<file path="src/rtl/cart_mem_arb.sv">
// Cartridge memory arbiter: buffers ROM-init download bytes in a small FIFO and
// serializes those writes with CPU cartridge reads onto one req/ack memory port.
module cart_mem_arb #(
    parameter int unsigned AW    = 17,
    parameter int unsigned DEPTH = 2
) (
    input  logic          CLK_SYS,
    input  logic          RESET,
    input  logic          DL_ACTIVE,
    input  logic [AW-1:0] DL_ADDR,
    input  logic [7:0]    DL_DATA,
    input  logic          DL_VALID,
    output logic          DL_WAIT,
    output logic          DL_OVF,
    output logic          DL_BUSY,
    input  logic          CPU_RD,
    input  logic [AW-1:0] CPU_ADDR,
    output logic [7:0]    CPU_DATA,
    output logic          CPU_WAIT,
    output logic          MEM_REQ,
    output logic          MEM_WE,
    output logic [AW-1:0] MEM_ADDR,
    output logic [7:0]    MEM_DIN,
    input  logic [7:0]    MEM_DOUT,
    input  logic          MEM_ACK
);

    localparam int unsigned PW = $clog2(DEPTH);
    localparam logic [PW:0] Full = DEPTH[PW:0];

    typedef enum logic [1:0] {StIdle, StWr, StRd} state_e;

    state_e          state_q, state_d;
    logic [AW-1:0]   fifo_addr_q [DEPTH];
    logic [7:0]      fifo_data_q [DEPTH];
    logic [PW-1:0]   wr_ptr_q, rd_ptr_q;
    logic [PW:0]     count_q, count_d;
    logic            ovf_q, ovf_d;
    logic            dl_active_q;
    logic            cpu_wait_q, cpu_wait_d;
    logic [AW-1:0]   cpu_addr_q, cpu_addr_d;
    logic [7:0]      cpu_data_q, cpu_data_d;
    logic            mem_we_q, mem_we_d;
    logic [AW-1:0]   mem_addr_q, mem_addr_d;
    logic [7:0]      mem_din_q, mem_din_d;

    logic fifo_full, fifo_empty, pop, push_ok, drop, rd_done, cpu_accept;

    assign fifo_full  = (count_q == Full);
    assign fifo_empty = (count_q == '0);
    // A pop in the same cycle frees a slot, so a push against a full FIFO is legal then.
    assign push_ok    = DL_VALID && (!fifo_full || pop);
    assign drop       = DL_VALID && fifo_full && !pop;
    assign cpu_accept = CPU_RD && !cpu_wait_q;

    assign DL_WAIT  = fifo_full;
    assign DL_OVF   = ovf_q;
    assign DL_BUSY  = DL_ACTIVE || !fifo_empty || (state_q == StWr);
    assign CPU_DATA = cpu_data_q;
    assign CPU_WAIT = cpu_wait_q;
    assign MEM_REQ  = (state_q != StIdle);
    assign MEM_WE   = mem_we_q;
    assign MEM_ADDR = mem_addr_q;
    assign MEM_DIN  = mem_din_q;

    always_comb begin
        state_d    = state_q;
        mem_we_d   = mem_we_q;
        mem_addr_d = mem_addr_q;
        mem_din_d  = mem_din_q;
        cpu_data_d = cpu_data_q;
        rd_done    = 1'b0;
        pop        = 1'b0;
        unique case (state_q)
            StIdle: begin
                if (!fifo_empty) begin
                    pop        = 1'b1;
                    state_d    = StWr;
                    mem_we_d   = 1'b1;
                    mem_addr_d = fifo_addr_q[rd_ptr_q];
                    mem_din_d  = fifo_data_q[rd_ptr_q];
                end else if (cpu_wait_q && !DL_BUSY) begin
                    state_d    = StRd;
                    mem_we_d   = 1'b0;
                    mem_addr_d = cpu_addr_q;
                end
            end
            StWr: begin
                if (MEM_ACK) state_d = StIdle;
            end
            StRd: begin
                if (MEM_ACK) begin
                    state_d    = StIdle;
                    cpu_data_d = MEM_DOUT;
                    rd_done    = 1'b1;
                end
            end
            default: state_d = StIdle;
        endcase
    end

    always_comb begin
        count_d = count_q;
        if (push_ok && !pop) begin
            count_d = count_q + 1'b1;
        end else if (!push_ok && pop) begin
            count_d = count_q - 1'b1;
        end
        // Sticky overflow clears on a new download session.
        ovf_d      = drop || (ovf_q && !(DL_ACTIVE && !dl_active_q));
        cpu_wait_d = rd_done ? 1'b0 : (cpu_accept ? 1'b1 : cpu_wait_q);
        cpu_addr_d = cpu_accept ? CPU_ADDR : cpu_addr_q;
    end

    always_ff @(posedge CLK_SYS) begin
        if (RESET) begin
            state_q     <= StIdle;
            wr_ptr_q    <= '0;
            rd_ptr_q    <= '0;
            count_q     <= '0;
            ovf_q       <= 1'b0;
            dl_active_q <= 1'b0;
            cpu_wait_q  <= 1'b0;
            cpu_addr_q  <= '0;
            cpu_data_q  <= '0;
            mem_we_q    <= 1'b0;
            mem_addr_q  <= '0;
            mem_din_q   <= '0;
        end else begin
            state_q     <= state_d;
            wr_ptr_q    <= push_ok ? wr_ptr_q + 1'b1 : wr_ptr_q;
            rd_ptr_q    <= pop ? rd_ptr_q + 1'b1 : rd_ptr_q;
            count_q     <= count_d;
            ovf_q       <= ovf_d;
            dl_active_q <= DL_ACTIVE;
            cpu_wait_q  <= cpu_wait_d;
            cpu_addr_q  <= cpu_addr_d;
            cpu_data_q  <= cpu_data_d;
            mem_we_q    <= mem_we_d;
            mem_addr_q  <= mem_addr_d;
            mem_din_q   <= mem_din_d;
        end
    end

    always_ff @(posedge CLK_SYS) begin
        if (push_ok) begin
            fifo_addr_q[wr_ptr_q] <= DL_ADDR;
            fifo_data_q[wr_ptr_q] <= DL_DATA;
        end
    end

endmodule

</file>
<file path="config.mk">
export PLATFORM = sky130hd
export DESIGN_NAME = cart_mem_arb
export DESIGN_NICKNAME = d
export VERILOG_FILES = /design/src/rtl/cart_mem_arb.sv
export SDC_FILE = /design/constraint.sdc
export NUM_CORES = 1
export LEC_CHECK = 0
export BUFFER_PORTS_ARGS = -buffer_cell sky130_fd_sc_hd__buf_4
export CAP_MARGIN = 10
export CORE_MARGIN = 3
export CORE_UTILIZATION = 50
export CTS_BUF_LIST = sky130_fd_sc_hd__clkbuf_8
export DETAILED_ROUTE_END_ITERATION = 6
export HOLD_SLACK_MARGIN = 0.08
export PLACE_DENSITY = 0.8
export REMOVE_ABC_BUFFERS = 1
export SYNTH_ARGS = -nofsm -noshare
export SYNTH_HDL_FRONTEND = slang
export SYNTH_SLANG_ARGS = --single-unit
</file>
<file path="constraint.sdc">
create_clock -name CLK_SYS -period 2.23 [get_ports CLK_SYS]
set_input_delay 0.3345 -clock CLK_SYS [delete_from_list [all_inputs] [get_ports CLK_SYS]]
set_output_delay 0.3345 -clock CLK_SYS [all_outputs]
set_load 0.02 [all_outputs]
</file>
==> out/metrics.cfg, run 1 <==
[power]
p_per_area_nw_per_um2 = 1090
total_leakage_power_nw = 2.06
ir_drop_v = 0.000794
p_total_mw = 5.78

[cts]
cts_inserted_buffers = 9
cts_tree = done
cts_buffer_depth = 2
root_buffer = clkbuf_8
postCtsSetupBuffers = 0
clock_sinks = 111
cts_max_level = 3
insertion_delay_ns = 0.37
path_clk_slew_ns = 0.11

[place]
place_area_sq_um = 5070
placed_cells = 541
gp_congestion = 0.831
dp_hpwl_um = 6070
port_buffers = 94

[timing]
rsz0062_at_grt = no
clock.fmax_ghz = 0.504
post-route-period-util_pct = 89.0
max_slew_margin_pct = 42.0
finalSetupViolations = 0
tightest_slew_ns = 0.869
tns_ns = 0
finalMaxSlewViolations = 0
period_needed_ns = 1.99
hold_viol = 0
finClkSkew_ns = 0.0115

[floorplan]
die_area_sq_um = 9750
die_h_um = 98.7
die_x_um = 98.7
core_region_area_sq_um = 8300
initial_core_util_pct = 51.8
io_pins = 95
fp-row-count = 33

[setup_path]
end_kind = register
slowest_stage = or2_1
cp_max_fo = 17
cp.arrival_ns = 2.21
critical_path_class = register to register
slowest_delay_ns = 0.68
rr_endpoint = MEM_ADDR[15]
rrSetupSlack_ns = 0.24
r2r_start = state_q[1]
crit_family = simple AND/OR/NAND/NOR gates
cp.buffers_inverters = 1
reg2regPathDepth = 5
required_ns = 2.45
start_kind = register
worstPathCellList = inv_1 > ha_1 > and4bb_2 > or2_1 > o22ai_1

[detailed_routing]
drt_iter0_drc = 126
wl_per_cell_um = 16.0
first_pass_iters = 5
num_vias = 2893
drc = 0
via_per_inst = 5.19
routed_wl_um = 8900
antenna_left = 0

[logic_synthesis]
synth_area_per_cell_sq_um = 12.1
yosys.area.top_type = edfxtp_1
synthArstFlopShare_pct = 0
netlist_instances = 356
yosys.cell_types.count = 38
netlist.area_leader.share_pct = 34.9
yosys_warnings = 0
yosys-top-cells-count = nand2_1, dfxtp_1, edfxtp_1
synth_top_flop_cell = dfxtp_1
syn-cell-area_sq_um = 4300
synth_seq_area_share_pct = 63.3
ys_top_cells_by_area = edfxtp_1, dfxtp_1, nand2_1, mux2i_1, mux2_2
synth_edf_count = 50
synth_most_common_cell = nand2_1
synth-seq-cells = 111

[global_routing]
grt_usage_pct = 18.9
top_usage_layer = met2
grt_pass1_vias = 3008
antenna_found_initial = 0
met2_usage_pct = 31.9
grt_max_degree = 26
met1_usage_pct = 23.2
grt_pass1_wl_um = 14400
use_met3_pct = 4.10
overflow = 0

[finish]
layout.nets = 507
diodes = 0
area_growth_pct = 22.9
fin_cells = 557
final_layout_size_suffix_gt1_share_pct = 33.6
final_area_sq_um = 5290

[worst_hold_path]
min_path_type = input pin to register
whs_endpoint = fifo_addr_q[0][4]
holdCritStartpoint = DL_ADDR[4]
min_path_cells = 1

[status]
status = complete, no violations

[flow_run]
drv_cap = 0

==> metrics by stage <==
stage                     hold slack (ns)  utilization [%]  setup slack, ns
after floorplan                     0.401                -            0.180
after global placement              0.442             61.1            0.300
after detailed placement            0.448             61.1            0.206
after CTS                           0.132             63.6            0.180
after global routing                0.125             63.7            0.119
final                               0.148             63.7            0.244
==> registers in the layout, summed over array words and instances (netlist names), named ones only <==
name         flops
DL_OVF           1
dl_active_q      1
count_q          2
rd_ptr_q         1
wr_ptr_q         1
cpu_addr_q      17
MEM_WE           1
fifo_addr_q     34
MEM_ADDR        17
state_q          2
CPU_WAIT         1
fifo_data_q     16
CPU_DATA         8
MEM_DIN          8
==> layout by cell type (no fill, tap or decap), types with 7 or more instances in the layout <==
cell / synthesis / layout
a211oi_1: 8 / 8
a21oi_1: 30 / 30
buf_4: 2 / 101
clkbuf_8: 0 / 9
dfxtp_1: 61 / 61
edfxtp_1: 50 / 50
inv_1: 8 / 9
mux2_2: 17 / 17
mux2i_1: 25 / 25
nand2_1: 69 / 69
nor2_1: 15 / 15
o22ai_1: 7 / 7
o22ai_2: 10 / 10
==> report_power, final <==
part | total [mW] | internal [mW] | switching, mW
registers | 2.67 | 2.45 | 0.215
clock network | 1.21 | 0.534 | 0.677
logic | 1.90 | 0.856 | 1.05
==> kinds of logic after synthesis <==
family	share of synthesized area, %
AOI/OAI and AO/OA	10.4
xor gates and xnor gates	0.611
adders and majority gates	1.16
buffers and inverters	4.07
DFF	63.3
muxes	10.3
and+or+nand+nor	10.2
==> what timing repair did <==
action                     4_1_cts  5_1_grt
gates resized for setup          0        1
setup endpoints to repair        0        1
hold buffers                     0        0
==> per-layer routing <==
layer	share of wire (%)	up-vias	wire, um
li1	-	1434	-
met4	1.9	0	167
met2	50	95	4450
met1	41	1350	3670
met3	6.9	14	618
met5	0	-	0
==> worst max-delay path by stage <==
| stage | from | to | slack [ns] | cells after the start |
|---|---|---|---|---|
| after floorplan | state_q[0] | count_q[1] | 0.18 | 7 |
| after global placement | state_q[0] | count_q[1] | 0.30 | 7 |
| after detailed placement | state_q[0] | count_q[1] | 0.21 | 7 |
| after CTS | state_q[0] | count_q[1] | 0.18 | 7 |
| after global routing | state_q[1] | MEM_ADDR[4] | 0.12 | 5 |
| final | state_q[1] | MEM_ADDR[15] | 0.24 | 5 |
==> cell type report <==
cell class | instances | area [sq um]
Timing Repair Buffer | 102 | 778
Fill cell | 625 | 3010
Tap cell | 105 | 131
Inverter | 9 | 33.8
Clock inverter | 7 | 85.1
Sequential cell | 111 | 2720
Clock buffer | 9 | 124
Multi-Input combinational cell | 214 | 1410
(Power assumes the default switching activity.)
==> run 2, diff against run 1 <==
- RECOVER_POWER: unset -> 25
==> run 2 against run 1 <==
  * Global-route usage unchanged
  * Routed wire length about the same
  * First-iteration DRC count up 16%
  * Register-to-register slack about the same
  * Clock-buffer cell count unchanged
  * Die area unchanged
  * Power down 0.15%
  * Non-clock buffer count unchanged
  * Critical path type unchanged
==> out/metrics.cfg, run 2 (same netlist as run 1, synthesis figures left out) <==
[status]
status = complete, no violations

[cts]
clock_sinks = 111
post_cts_resized = 0
path_clk_slew_ns = 0.11
cts_tree = done
cts_hold_buf = 0
insertion_delay_ns = 0.37
postCtsSetupBuffers = 0
cts_inserted_buffers = 9
cts_max_level = 3
cts_buffer_depth = 2
root_buffer = clkbuf_8

[global_routing]
overflow = 0
antenna_found_initial = 0
grt_pass1_wl_um = 14400
grt_pass1_vias = 3008
grt_max_degree = 26
grt_usage_pct = 18.9

[place]
port_buffers = 94
dp_hpwl_um = 6070
gp_congestion = 0.831

[worst_hold_path]
min_path_type = input pin to register

[floorplan]
die_h_um = 98.7
die_area_sq_um = 9750
core_region_area_sq_um = 8300
io_pins = 95
die_x_um = 98.7
fp-row-count = 33
initial_core_util_pct = 51.8

[setup_path]
end_kind = register
cp_max_fo = 17
required_ns = 2.45
critical_path_class = register to register
start_kind = register
slowest_stage = or2_1
cp.arrival_ns = 2.20
worstPathCellList = inv_1 > ha_1 > and4bb_2 > or2_1 > o22ai_1
cp.buffers_inverters = 1
slowest_delay_ns = 0.68
crit_family = simple AND/OR/NAND/NOR gates

[power]
internal-power_mw = 3.83
pwr-share-comb_pct = 32.8
total_leakage_power_nw = 2.02
seqPwrFrac_pct = 46.2
ir_drop_v = 0.000791
p_clk_share_pct = 21.0
p_sw_share_pct = 33.6
p_per_area_nw_per_um2 = 1100
switchingPower_mw = 1.94

[finish]
area_growth_pct = 21.9
diodes = 0
final_cell_mix = buf_4, nand2_1, dfxtp_1
layout.nets = 507
largest_reg_flops = 34
utilization_pct = 63.2
final_common_cell = buf_4
largest-register = fifo_addr_q
final_layout_size_suffix_gt1_share_pct = 31.2

[timing]
period_needed_ns = 1.98
finalMaxSlewViolations = 0
finalSetupViolations = 0
tightest_slew_ns = 0.863
post-route-period-util_pct = 88.8
max_slew_margin_pct = 42.5
rsz0062_at_grt = no
hold_viol = 0
finClkSkew_ns = 0.0127
clock.fmax_ghz = 0.505
tns_ns = 0

[flow_run]
drv_cap = 0

[detailed_routing]
antenna_left = 0
drt_iter0_drc = 146
routed_wl_um = 8900
via_per_inst = 5.22
num_vias = 2906
wl_per_cell_um = 16.0
drc = 0
first_pass_iters = 4

[run 2: cell type report]
cell class / count / area [sq um]
Fill cell: 632 / 3060
Clock inverter: 7 / 85.1
Clock buffer: 9 / 124
Tap cell: 105 / 131
Sequential cell: 111 / 2720
Timing Repair Buffer: 102 / 737
Multi-Input combinational cell: 214 / 1410
Inverter: 9 / 33.8
[run 2: routing by layer]
layer	routed length (um)	up-vias	part of all wire, %	global-route usage, %
met5	0	-	0	0
met4	169	0	1.9	8.19
met3	626	14	7.0	4.10
met2	4390	87	49	31.9
met1	3720	1371	42	23.2
li1	-	1434	-	-
[run 2: power by group through the flow]
stage | Clock [mW] | Combinational [mW] | Sequential [mW]
6_report | 1.21 | 1.89 | 2.67
5_1_grt | 1.32 | 2.04 | 2.70
4_1_cts | 1.24 | 1.91 | 2.67
3_5_place_dp | 0 | 1.90 | 2.70
3_3_place_gp | 0 | 1.86 | 2.70
2_1_floorplan | 0 | 0.963 | 2.90
[run 2: worst paths after layout]
check	cells after the start	slack, ns	end	from
setup / recovery	5	0.25	MEM_ADDR[15]	state_q[1]
hold / removal	1	0.17	fifo_addr_q[1][14]	DL_ADDR[14]
setup reg to reg	5	0.25	MEM_ADDR[15]	state_q[1]
hold reg to reg	2	0.46	CPU_DATA[1]	CPU_DATA[1]
[run 2: worst reg2reg max path: cells and delay by family, from the launching register on]
family	cells	cell delay [ns]
AND/OR/NAND/NOR	2	1.01
buffers and inverters	1	0.08
adder cells (fa/ha/maj)	1	0.21
AO/OA/AOI/OAI	1	0.20
flip-flops	1	0.35
[run 2: through the flow]
| step | hold slack [ns] | area (sq um) | power (mW) | instances | worst slack, ns |
|---|---|---|---|---|---|
| floorplan | 0.401 | 4160 | 3.86 | 334 | 0.180 |
| global placement | 0.442 | 5070 | 4.56 | 541 | 0.300 |
| detailed placement | 0.448 | 5070 | 4.60 | 541 | 0.206 |
| CTS | 0.132 | 5280 | 5.81 | 557 | 0.180 |
| global route | 0.150 | 5240 | 6.07 | 557 | 0.119 |
| finish | 0.170 | 5240 | 5.77 | 557 | 0.250 |
